File: src/rtl/simmem_wresp_responder.sv
// simmem_wresp_responder
// Memory-side write responder. It accepts AW requests and queues their IDs in
// arrival order. It returns one B response per request, in acceptance order,
// no earlier than Latency cycles after the AW handshake.
//
// Ports:
//   clk_i, rst_i              clock, asynchronous active-high reset
//   write_addr_valid_i/ready_o, write_addr_id_i        AW request channel
//   write_resp_valid_o/ready_i, write_resp_id_o/resp_o B response channel
//   occupancy_o               number of outstanding entries
//   err_inject_i              only with SIMMEM_WRESP_ERR_INJECT_EN defined:
//                             AW accepted while high is answered with SLVERR
//
// Optional feature macro: SIMMEM_WRESP_ERR_INJECT_EN. When it is undefined,
// write_resp_resp_o is the constant OKAY.
module simmem_wresp_responder #(
    parameter int unsigned IDWidth    = 4,
    parameter int unsigned QueueDepth = 8,
    parameter int unsigned Latency    = 5
) (
    input  logic                              clk_i,
    input  logic                              rst_i,
    input  logic                              write_addr_valid_i,
    output logic                              write_addr_ready_o,
    input  logic [IDWidth-1:0]                write_addr_id_i,
`ifdef SIMMEM_WRESP_ERR_INJECT_EN
    input  logic                              err_inject_i,
`endif
    output logic                              write_resp_valid_o,
    input  logic                              write_resp_ready_i,
    output logic [IDWidth-1:0]                write_resp_id_o,
    output logic [1:0]                        write_resp_resp_o,
    output logic [$clog2(QueueDepth+1)-1:0]   occupancy_o
);

    localparam int unsigned PtrW = $clog2(QueueDepth);
    localparam int unsigned CntW = $clog2(Latency + 1);
    localparam int unsigned OccW = $clog2(QueueDepth + 1);

    // The acceptance cycle is already one cycle of latency, so the entry is
    // loaded with Latency-1. This puts B valid exactly Latency cycles after
    // the AW handshake.
    localparam logic [CntW-1:0] CntLoad = CntW'(Latency - 1);

    logic [QueueDepth-1:0] vld_q, vld_d;
    logic [IDWidth-1:0]    id_q  [QueueDepth];
    logic [IDWidth-1:0]    id_d  [QueueDepth];
    logic [CntW-1:0]       cnt_q [QueueDepth];
    logic [CntW-1:0]       cnt_d [QueueDepth];
`ifdef SIMMEM_WRESP_ERR_INJECT_EN
    logic [1:0]            resp_q [QueueDepth];
    logic [1:0]            resp_d [QueueDepth];
`endif
    logic [PtrW-1:0]       wr_ptr_q, wr_ptr_d;
    logic [PtrW-1:0]       rd_ptr_q, rd_ptr_d;
    logic [OccW-1:0]       occ_q, occ_d;

    logic push;
    logic pop;
    logic head_ready;

    // Pointer increment with explicit wrap at QueueDepth-1.
    function automatic logic [PtrW-1:0] ptr_inc(input logic [PtrW-1:0] p);
        return (p == PtrW'(QueueDepth - 1)) ? '0 : p + PtrW'(1);
    endfunction

    // Handshakes. Ready looks at occupancy only; a pop in the same cycle
    // does not free a slot for a push.
    always_comb begin
        write_addr_ready_o = (occ_q != OccW'(QueueDepth));
        head_ready         = vld_q[rd_ptr_q] && (cnt_q[rd_ptr_q] == '0);
        push               = write_addr_valid_i && write_addr_ready_o;
        pop                = head_ready && write_resp_ready_i;
    end

    // Next queue state: count down, then pop the head, then push the new entry.
    always_comb begin
        vld_d    = vld_q;
        id_d     = id_q;
        cnt_d    = cnt_q;
`ifdef SIMMEM_WRESP_ERR_INJECT_EN
        resp_d   = resp_q;
`endif
        wr_ptr_d = wr_ptr_q;
        rd_ptr_d = rd_ptr_q;
        occ_d    = occ_q;

        for (int i = 0; i < int'(QueueDepth); i++) begin
            if (vld_q[i] && (cnt_q[i] != '0)) begin
                cnt_d[i] = cnt_q[i] - CntW'(1);
            end
        end

        if (pop) begin
            vld_d[rd_ptr_q] = 1'b0;
            rd_ptr_d        = ptr_inc(rd_ptr_q);
        end

        if (push) begin
            vld_d[wr_ptr_q] = 1'b1;
            id_d[wr_ptr_q]  = write_addr_id_i;
            cnt_d[wr_ptr_q] = CntLoad;
`ifdef SIMMEM_WRESP_ERR_INJECT_EN
            resp_d[wr_ptr_q] = err_inject_i ? 2'b10 : 2'b00;
`endif
            wr_ptr_d        = ptr_inc(wr_ptr_q);
        end

        case ({push, pop})
            2'b10:   occ_d = occ_q + OccW'(1);
            2'b01:   occ_d = occ_q - OccW'(1);
            default: occ_d = occ_q;
        endcase
    end

    // Queue state registers; reset discards every outstanding entry.
    always_ff @(posedge clk_i or posedge rst_i) begin
        if (rst_i) begin
            vld_q    <= '0;
            wr_ptr_q <= '0;
            rd_ptr_q <= '0;
            occ_q    <= '0;
            for (int i = 0; i < int'(QueueDepth); i++) begin
                id_q[i]  <= '0;
                cnt_q[i] <= '0;
`ifdef SIMMEM_WRESP_ERR_INJECT_EN
                resp_q[i] <= '0;
`endif
            end
        end else begin
            vld_q    <= vld_d;
            id_q     <= id_d;
            cnt_q    <= cnt_d;
`ifdef SIMMEM_WRESP_ERR_INJECT_EN
            resp_q   <= resp_d;
`endif
            wr_ptr_q <= wr_ptr_d;
            rd_ptr_q <= rd_ptr_d;
            occ_q    <= occ_d;
        end
    end

    // Head presentation. ID and code read as zero when the head slot is empty.
    always_comb begin
        write_resp_valid_o = head_ready;
        write_resp_id_o    = vld_q[rd_ptr_q] ? id_q[rd_ptr_q] : '0;
`ifdef SIMMEM_WRESP_ERR_INJECT_EN
        write_resp_resp_o  = vld_q[rd_ptr_q] ? resp_q[rd_ptr_q] : 2'b00;
`else
        write_resp_resp_o  = 2'b00;
`endif
        occupancy_o        = occ_q;
    end

endmodule

File: config.mk
export PLATFORM = sky130hd
export DESIGN_NAME = simmem_wresp_responder
export DESIGN_NICKNAME = d
export VERILOG_FILES = /design/src/rtl/simmem_wresp_responder.sv
export SDC_FILE = /design/constraint.sdc
export NUM_CORES = 1
export LEC_CHECK = 0
export CAP_MARGIN = 0
export CORE_MARGIN = 4
export CORE_UTILIZATION = 60
export CTS_CLUSTER_DIAMETER = 200
export DETAILED_ROUTE_END_ITERATION = 8
export HOLD_SLACK_MARGIN = 0.08
export PLACE_DENSITY_LB_ADDON = 0.2
export SLEW_MARGIN = 20
export SYNTH_ARGS = -nofsm -noshare
export SYNTH_HDL_FRONTEND = slang
export SYNTH_SLANG_ARGS = --single-unit
export TNS_END_PERCENT = 30
File: constraint.sdc
create_clock -name clk_i -period 3.26 [get_ports clk_i]
set_input_delay 0.652 -clock clk_i [delete_from_list [all_inputs] [get_ports clk_i]]
set_output_delay 0.652 -clock clk_i [all_outputs]
set_load 0.03 [all_outputs]
==> flow_summary.ini <==
[run_status]
status = completed

[grt]
antenna_found_initial = 0
gr-total-overflow = 0
grt_max_degree = 75
track_usage_pct = 23.8
grt_pass1_vias = 3021
grt_first_pass_wirelength_mm = 15.2

[layout]
final_common_cell = nand2_1
antennaDiodeCount = 0
drive_above_1_share_pct = 16.6
final_nets = 462
mostFrequentLayoutCells = nand2_1 (77), dfrtp_1 (74), nor2_1 (35), inv_1 (28), mux2_2 (24)
syn_to_final_growth_pct = 11.0

[detailed_routing]
antenna_left = 0
dr.pass1.iters = 5
drt_iter0_drc = 288
drc = 0
wl_mm = 9.12
post_drt_wl_per_cell_um = 17.8
routed_via_density = 5.99
num_vias = 3066

[timing]
report.final.slew_viol_count = 0
relSlewSlack_pct = 62.1
fmax_mhz = 342
finalWorstSetupSlack_ns = 0.335
worst_hold_slack_ns = 0.484
period_minus_slack_ns = 2.92
setup_viol = 0
fin_crit_sh_pct = 89.7
grt_setup_unrepaired = no
tightest_slew_ns = 0.566
setup-tns-final_ns = 0
hold_viol = 0
skew_ns = 0.0124

[critical_path]
start_kind = flop
crit_path_end_kind = primary output
cp.arrival_ns = 2.27
critPathRequiredTime_ns = 2.61
crit_fanout = 10
path_class = reg2out

[power]
power_mw = 5.03
power.leakage_nw = 2.14
power_frac_clock_pct = 12.9
p_comb_share_pct = 51.7
switching_power_mw = 2.19
p_seq_share_pct = 35.4
vdd_ir_drop_max_mv = 0.664
switching_share_pct = 43.5
power.density_nw_per_um2 = 1130
p_int_mw = 2.84

[clock_tree]
clock_sinks = 74
cts.htree.levels = 3
cts_hold_buffers = 0
cts_tree = built
numCtsBuffers = 9
cts-resized-gates = 0
clockBufferDepth = 2
post_cts_buffers = 0
insertion_delay_ns = 0.35
clk_pin_slew_ns = 0.09
cts_root_buffer = clkbuf_8

[synth]
synth_top_area_share_pct = 46.1
ys_seq_elements = 74
synth_area_leaders = dfrtp_1 (46%), nand2_1 (7.2%), ha_1 (7.2%), mux2_2 (6.7%), nor2_1 (3.3%)
synthArstFlopShare_pct = 100
synth_area_per_cell_um2 = 9.89
syn_area_um2 = 4010
synth_edf_count = 0
synth-seq-area-share_pct = 46.1
synth_flop_cell = dfrtp_1
syn_inst = 406
synth_top_area_cell = dfrtp_1
synthDistinctLibCells = 55
yosysWarningCount = 0

[place]
place_congestion = 0.956
port_buffers = 17
pre_cts_ws_ns = 0.313
dp_hpwl_mm = 6.54

[die]
core_um2 = 6420
fp-row-count = 29
start_util_pct = 62.5
io_pins = 20
die_height_um = 89.8
dieArea_um2 = 8060
die_x_um = 89.8

[job]
cap_violations = 0

[worst_hold_path]
hold_class = reg2reg
routing by layer:
layer  vias up  track usage (%)  part of all wire (%)
met4         0             8.81                   2.7
met3        24             4.76                   6.7
li1       1432                -                     -
met1      1503             31.8                    43
met2       107             38.5                    48
met5         -                0                     0
kinds of logic (layout without fill, tap and decap cells):
| family | Yosys count | after routing | synth area share (%) |
|---|---|---|---|
| flops | 74 | 74 | 46.1 |
| buf+inv | 48 | 76 | 5.49 |
| simple gates | 162 | 162 | 19.1 |
| fa+ha+maj | 24 | 24 | 7.67 |
| other cells | 1 | 2 | 0.0934 |
| mux | 33 | 33 | 9.73 |
| compound gates | 52 | 52 | 9.16 |
| xor+xnor | 12 | 12 | 2.62 |
critical path, stage by stage (launching register included):
cell and delay (ns):
dfrtp_1 0.49, buf_4 0.22, inv_1 0.19, a222oi_1 0.13
a22o_1 0.26, nor4_1 0.40, buf_4 0.24
synth_stat cells (2+ instances only):
cell / n
xor2_1: 2
nor2b_1: 11
nand2b_1: 7
mux2i_1: 6
clkbuf_1: 7
inv_1: 29
nor3b_2: 2
buf_6: 3
a22o_1: 2
nand4_1: 2
a31oi_1: 2
a211oi_1: 5
nor3_1: 5
o22ai_1: 3
ha_1: 23
a41oi_1: 4
nand3_1: 5
mux4_2: 2
mux2_2: 24
buf_4: 2
a21o_1: 2
dfrtp_1: 74
xnor2_1: 10
nor2_1: 35
a21oi_1: 8
buf_2: 4
o211ai_1: 3
a221oi_1: 4
o21ai_0: 11
and3_1: 8
nand2_1: 77
power by group through the flow:
stage	Combinational, mW	Clock [mW]	Sequential [mW]
after floorplan	1.96	0	1.66
after CTS	2.60	0.660	1.77
after global placement	2.50	0	1.76
final	2.60	0.651	1.78
after detailed placement	2.59	0	1.78
after global routing	2.91	0.711	1.84
layout make-up:
type / count / area [µm²]
well taps: 77 / 96.3
clock buffers: 10 / 138
multi-input cells: 285 / 1950
inverters: 31 / 121
clock inverters: 6 / 42.5
flip-flops and latches: 74 / 1850
repair buffers: 29 / 260
fillers: 507 / 1970
path summary, 6_finish.rpt:
path                            slack (ns)        start            endpoint  cells past startpoint
worst max register to register        0.35  rd_ptr_q[1]      occupancy_o[3]                     12
worst min-delay path                  0.48      id_q[7]             id_q[7]                      2
max in group asynchronous             2.24        rst_i         wr_ptr_q[2]                      3
min in group asynchronous             0.72        rst_i      occupancy_o[1]                      3
worst min register to register        0.48      id_q[7]             id_q[7]                      2
worst max-delay path                  0.34  rd_ptr_q[1]  write_resp_valid_o                      6
sequential cells by signal, indices dropped and copies added (netlist names):
signal / flops
wr_ptr_q: 3
rd_ptr_q: 3
occupancy_o: 4
vld_q: 8
id_q: 32
cnt_q: 24
stage by stage:
stage	area [µm²]	cells	utilization (%)
2_1_floorplan	4020	407	-
3_3_place_gp	4280	496	66.6
3_5_place_dp	4280	496	66.6
4_1_cts	4460	512	69.4
5_1_grt	4460	512	69.4
6_report	4460	512	69.4
Note: power is estimated with default switching activity, not from simulation.
